File: src/rtl/cursor_tracker.sv
// cursor_tracker: turns per-axis encoder step pulses into a clamped pen
// cursor on the drawing grid, emits 1-pixel ink writes while the pen is down
// and performs a full-grid erase sweep on request.
//
// Write port handshake: a transfer happens on a rising clk edge where
// wr_valid and wr_ready are both high. While wr_valid is high and wr_ready is
// low, wr_x, wr_y and wr_data hold their values. wr_valid drops in the cycle
// after the transfer, except when a clear sweep follows directly.
module cursor_tracker #(
    parameter int GRID_W  = 160,
    parameter int GRID_H  = 120,
    parameter int XW      = 8,
    parameter int YW      = 7,
    parameter int START_X = 80,
    parameter int START_Y = 60
) (
    input  logic          clk,
    input  logic          reset,
    input  logic          x_inc,
    input  logic          x_dec,
    input  logic          y_inc,
    input  logic          y_dec,
    input  logic          pen_down,
    input  logic          clear_req,
    input  logic          wr_ready,
    output logic          wr_valid,
    output logic [XW-1:0] wr_x,
    output logic [YW-1:0] wr_y,
    output logic          wr_data,
    output logic [XW-1:0] cursor_x,
    output logic [YW-1:0] cursor_y,
    output logic          busy,
    output logic          move_dropped
);

    localparam logic [XW-1:0] X_MAX   = XW'(GRID_W - 1);
    localparam logic [YW-1:0] Y_MAX   = YW'(GRID_H - 1);
    localparam logic [XW-1:0] X_START = XW'(START_X);
    localparam logic [YW-1:0] Y_START = YW'(START_Y);
    localparam logic [XW-1:0] X_ONE   = XW'(1);
    localparam logic [YW-1:0] Y_ONE   = YW'(1);

    typedef enum logic [1:0] {
        IDLE  = 2'd0,
        WRITE = 2'd1,
        CLEAR = 2'd2
    } state_t;

    state_t        state_q, state_d;
    logic [XW-1:0] cur_x_q, cur_x_d;
    logic [YW-1:0] cur_y_q, cur_y_d;
    logic          wr_valid_q, wr_valid_d;
    logic [XW-1:0] wr_x_q, wr_x_d;
    logic [YW-1:0] wr_y_q, wr_y_d;
    logic          wr_data_q, wr_data_d;
    logic          pend_q, pend_d;
    logic          pen_prev_q, pen_prev_d;
    logic          dropped_q, dropped_d;

    logic          x_up, x_dn, y_up, y_dn;
    logic          moved, any_pulse, xfer;
    logic [XW-1:0] step_x;
    logic [YW-1:0] step_y;

    // A pulse only counts as a move when the opposite pulse is absent and
    // the cursor is not already sitting on that limit.
    assign x_up      = x_inc & ~x_dec & (cur_x_q != X_MAX);
    assign x_dn      = x_dec & ~x_inc & (cur_x_q != '0);
    assign y_up      = y_inc & ~y_dec & (cur_y_q != Y_MAX);
    assign y_dn      = y_dec & ~y_inc & (cur_y_q != '0);
    assign moved     = x_up | x_dn | y_up | y_dn;
    assign any_pulse = x_inc | x_dec | y_inc | y_dec;
    assign xfer      = wr_valid_q & wr_ready;

    // Candidate cursor position for this cycle's step pulses.
    always_comb begin
        step_x = cur_x_q;
        step_y = cur_y_q;
        if (x_up)      step_x = cur_x_q + X_ONE;
        else if (x_dn) step_x = cur_x_q - X_ONE;
        if (y_up)      step_y = cur_y_q + Y_ONE;
        else if (y_dn) step_y = cur_y_q - Y_ONE;
    end

    // Next-state and next-output logic for the IDLE/WRITE/CLEAR controller.
    always_comb begin
        state_d    = state_q;
        cur_x_d    = cur_x_q;
        cur_y_d    = cur_y_q;
        wr_valid_d = wr_valid_q;
        wr_x_d     = wr_x_q;
        wr_y_d     = wr_y_q;
        wr_data_d  = wr_data_q;
        pend_d     = pend_q;
        pen_prev_d = pen_prev_q;
        dropped_d  = dropped_q;
        case (state_q)
            IDLE: begin
                pen_prev_d = pen_down;
                if (clear_req) begin
                    state_d    = CLEAR;
                    wr_valid_d = 1'b1;
                    wr_x_d     = '0;
                    wr_y_d     = '0;
                    wr_data_d  = 1'b0;
                end else begin
                    cur_x_d = step_x;
                    cur_y_d = step_y;
                    if (pen_down && (moved || !pen_prev_q)) begin
                        state_d    = WRITE;
                        wr_valid_d = 1'b1;
                        wr_x_d     = step_x;
                        wr_y_d     = step_y;
                        wr_data_d  = 1'b1;
                    end
                end
            end
            WRITE: begin
                if (any_pulse) dropped_d = 1'b1;
                if (clear_req) pend_d = 1'b1;
                if (xfer) begin
                    if (pend_q || clear_req) begin
                        // Go straight into the sweep; wr_valid stays high.
                        state_d   = CLEAR;
                        pend_d    = 1'b0;
                        wr_x_d    = '0;
                        wr_y_d    = '0;
                        wr_data_d = 1'b0;
                    end else begin
                        state_d    = IDLE;
                        wr_valid_d = 1'b0;
                    end
                end
            end
            CLEAR: begin
                if (xfer) begin
                    if (wr_x_q == X_MAX) begin
                        if (wr_y_q == Y_MAX) begin
                            state_d    = IDLE;
                            wr_valid_d = 1'b0;
                            cur_x_d    = X_START;
                            cur_y_d    = Y_START;
                            dropped_d  = 1'b0;
                        end else begin
                            wr_x_d = '0;
                            wr_y_d = wr_y_q + Y_ONE;
                        end
                    end else begin
                        wr_x_d = wr_x_q + X_ONE;
                    end
                end
            end
            default: state_d = IDLE;
        endcase
    end

    // State and datapath registers with asynchronous reset.
    always_ff @(posedge clk or posedge reset) begin
        if (reset) begin
            state_q    <= IDLE;
            cur_x_q    <= X_START;
            cur_y_q    <= Y_START;
            wr_valid_q <= 1'b0;
            wr_x_q     <= '0;
            wr_y_q     <= '0;
            wr_data_q  <= 1'b0;
            pend_q     <= 1'b0;
            pen_prev_q <= 1'b0;
            dropped_q  <= 1'b0;
        end else begin
            state_q    <= state_d;
            cur_x_q    <= cur_x_d;
            cur_y_q    <= cur_y_d;
            wr_valid_q <= wr_valid_d;
            wr_x_q     <= wr_x_d;
            wr_y_q     <= wr_y_d;
            wr_data_q  <= wr_data_d;
            pend_q     <= pend_d;
            pen_prev_q <= pen_prev_d;
            dropped_q  <= dropped_d;
        end
    end

    assign wr_valid     = wr_valid_q;
    assign wr_x         = wr_x_q;
    assign wr_y         = wr_y_q;
    assign wr_data      = wr_data_q;
    assign cursor_x     = cur_x_q;
    assign cursor_y     = cur_y_q;
    assign busy         = (state_q == CLEAR);
    assign move_dropped = dropped_q;

endmodule

File: config.mk
export PLATFORM = sky130hd
export DESIGN_NAME = cursor_tracker
export DESIGN_NICKNAME = d
export VERILOG_FILES = /design/src/rtl/cursor_tracker.sv
export SDC_FILE = /design/constraint.sdc
export NUM_CORES = 1
export LEC_CHECK = 0
export BUFFER_PORTS_ARGS = -buffer_cell sky130_fd_sc_hd__buf_4
export CORE_UTILIZATION = 54
export CTS_BUF_LIST = sky130_fd_sc_hd__clkbuf_4
export CTS_CLUSTER_SIZE = 8
export DETAILED_ROUTE_END_ITERATION = 16
export GPL_TIMING_DRIVEN = 1
export PLACE_DENSITY = 0.87
export SYNTH_ARGS = -nofsm -noshare
export SYNTH_HDL_FRONTEND = slang
export SYNTH_SLANG_ARGS = --single-unit
File: constraint.sdc
create_clock -name clk -period 2.15 [get_ports clk]
set_input_delay 0.43 -clock clk [delete_from_list [all_inputs] [get_ports clk]]
set_output_delay 0.43 -clock clk [all_outputs]
set_load 0.05 [all_outputs]
==> impl_metrics.json <==
{
  "status": "finished, violations left",
  "violations": "setup timing",
  "core_um2": 5110,
  "cts_tree": "built",
  "min_period_ps": 2400,
  "arrival_ps": 2660,
  "dieHeight_um": 75.0,
  "cpLargestDelayFamily": "compound AO/OA/AOI/OAI gates",
  "worst_slew_pin_slew_ps": 504,
  "num-fill-cells": 325,
  "p_total_uw": 6100,
  "io_pins": 43,
  "route.met3.wl_um": 790,
  "ys_warn_count": 0,
  "crit_path_end_kind": "register",
  "drtIter0Drc": 378,
  "synth_nets": 355,
  "gp_congestion": 0.933,
  "rsz0062_at_grt": "yes",
  "setup-violations-final": 18,
  "clockBufferDepth": 2,
  "crit_path_start": "cursor_x[0]$_DFFE_PP0P_",
  "placementRows": 26,
  "crit_path_top_delay_cell": "dfrtp_2",
  "synth_edf_count": 0,
  "first_pass_iters": 5,
  "grt_start_max_net_pins": 38,
  "antenna_found_initial": 0,
  "syn_area_per_cell_um2": 8.61,
  "multiInputGateArea_um2": 2030,
  "cp_num_buf_inv": 2,
  "grt_pass1_wl_mm": 14.1,
  "wire_per_inst_um": 20.1,
  "htree_levels": 2,
  "vdd_ir_drop_max_mv": 0.794,
  "worst-setup-path-type": "reg2reg",
  "initial_core_util": 0.563,
  "stdcell_area_um2": 4060,
  "ant_nets": 0,
  "numCtsBuffers": 5,
  "finClkSkew_ps": 5.95,
  "yosysSeqAreaShare": 0.324,
  "io_buffers": 42,
  "maxCapViolCount": 0,
  "regArea_um2": 941,
  "drc": 0,
  "synthArstFlopShare": 1.00,
  "r2r-start": "cursor_x[0]$_DFFE_PP0P_",
  "max_slew_margin": 0.661,
  "clock.fmax_mhz": 417,
  "grt_pass1_vias": 3066,
  "top_layer_used": "met4",
  "layout-drive-gt1-share": 0.431,
  "wl_met1_mm": 4.05,
  "vias": 3288,
  "post-place-ws_ps": -220,
  "slowest_delay_ps": 470,
  "root_buffer": "clkbuf_4",
  "synth_cell_types": 63,
  "place_area_um2": 3720,
  "wl_met2_mm": 5.02,
  "via_per_inst": 6.43,
  "area_delta_synth_final_pct": 41.2,
  "die_w_um": 75.0,
  "syn_area_um2": 2880,
  "clock_sinks": 37,
  "die-area_um2": 5620,
  "clk_latency_ps": 360,
  "synthFlopType": "dfrtp_1",
  "slew_violations": 0,
  "hpwl_mm": 6.29,
  "nets": 461,
  "setup_ws_ps": -246,
  "rrSetupSlack_ps": -250,
  "finalWirelength_mm": 10.3,
  "antenna_cells": 0,
  "start_kind": "register",
  "clk_pin_slew_worst_paths_ps": 120,
  "track_usage": 0.333,
  "cp.required_ps": 2410,
  "crit_fanout": 6,
  "hold_viol": 0,
  "post-place-cells": 494,
  "p_per_area_nw_per_um2": 1500,
  "stdcell_count": 511,
  "synth.ff_latch_count": 37,
  "grt_overflow_total": 0,
  "syn_inst": 334,
  "p_leak_uw": 0.00181,
  "cp_cell_sequence": "inv_2, ha_4, nor4b_4, a21oi_2, nand4bb_4, o31ai_4, a21o_1, buf_12, mux2_4",
  "hp-class": "in2async",
  "post-route-period-util": 1.11
}
## metal layers
layer,global-route usage,vias up
li1,-,1431
met1,0.396,1578
met2,0.559,230
met3,0.0683,49
met4,0.195,0
met5,0,-
## flip-flops by register name, summed over array words and instances, names as in the netlist
register / cells
pen_prev_q: 1
state_q: 2
wr_data: 1
wr_valid: 1
move_dropped: 1
cursor_y: 7
pend_q: 1
wr_x: 8
cursor_x: 8
wr_y: 7
## placed cells by master, fill, tap and decap left out, drive strengths merged, types with 3 or more instances in the layout
cell	netlist	routed
o21a	4	4
o21ai	40	40
buf	7	115
nor2b	6	6
mux2i	3	3
nor3	7	7
or2	5	5
and2	4	4
nand2	28	28
o211ai	4	4
clkbuf	9	5
ha	12	12
o22ai	15	15
mux2	9	9
and4	4	4
dfstp	6	6
nand4	5	5
o31ai	7	7
xnor2	13	13
and3	5	5
dfrtp	31	31
nand2b	3	3
clkinv	0	3
xor2	4	4
nor3b	3	3
nand3	9	9
inv	18	18
nor2	22	22
a31oi	3	3
a21oi	21	21
## kinds of logic (layout without fill, tap and decap cells)
kind of cell    Yosys count  count (layout)  share of synthesized area
simple gates            110             110                      0.209
compound gates          112             112                      0.259
mux                      12              12                     0.0496
flops                    37              37                      0.324
fa+ha+maj                12              12                     0.0522
buf+inv                  34             141                     0.0539
xor+xnor                 17              17                     0.0518
## metrics by stage
step / setup TNS, ps / utilization / hold WS (ps)
CTS: -997 / 0.763 / 184
finish: -2860 / 0.795 / 174
detailed placement: -2090 / 0.728 / 507
global placement: -413 / 0.728 / 516
floorplan: -4750 / - / 534
global route: -4270 / 0.795 / 214
## power breakdown
part	internal, uW	switching (uW)
combinational	1850	2610
clock	119	265
sequential	976	281
## cell usage after synthesis (all sizes together), types with 4 or more instances
| library cell | number | area, um^2 |
|---|---|---|
| nand3 | 9 | 45.0 |
| and2 | 4 | 26.3 |
| inv | 18 | 67.6 |
| buf | 7 | 51.3 |
| xnor2 | 13 | 114 |
| dfstp | 6 | 158 |
| nand4 | 5 | 31.3 |
| or2 | 5 | 31.3 |
| o31ai | 7 | 66.3 |
| nand2 | 28 | 105 |
| o21ai | 40 | 226 |
| ha | 12 | 150 |
| mux2 | 9 | 113 |
| nor2b | 6 | 37.5 |
| clkbuf | 9 | 36.3 |
| and4 | 4 | 35.0 |
| o21a | 4 | 30.0 |
| o22ai | 15 | 93.8 |
| nor3 | 7 | 35.0 |
| o211ai | 4 | 30.0 |
| a21oi | 21 | 105 |
| nor2 | 22 | 82.6 |
| dfrtp | 31 | 776 |
| and3 | 5 | 31.3 |
| xor2 | 4 | 35.0 |
## worst register-to-register path, stage by stage (launching register included)
cell and delay, ps:
dfrtp_2 470, inv_2 90, ha_4 140, nor4b_4 280, a21oi_2 120, nand4bb_4 280, o31ai_4 320, a21o_1 180
buf_12 130, mux2_4 290
## cell type report
class / count / share of cell area
clock buffer: 5 / 0.00924
clock inverter: 3 / 0.00308
inverter: 18 / 0.0166
multi-input combinational: 263 / 0.499
sequential: 37 / 0.232
tap: 70 / 0.0216
timing repair buffer: 115 / 0.219
## worst paths after layout
path / to / cells after the start
max: wr_y[3]$_DFFE_PP0P_ / 9
min: wr_y[2]$_DFFE_PP0P_ / 3
max reg2reg: wr_y[3]$_DFFE_PP0P_ / 9
min reg2reg: wr_data$_DFFE_PP0P_ / 2
max in group asynchronous: cursor_x[1]$_DFFE_PP0P_ / 3
min in group clk: pend_q$_DFFE_PP0P_ / 2
## what timing repair did
action	CTS	global route
hold buffers	0	0
setup buffers	6	8
resized for setup	26	31
hold endpoints to repair	0	0
pin swaps	7	20
endpoints found under the setup margin	27	30
Note: power is estimated with default switching activity, not from simulation.
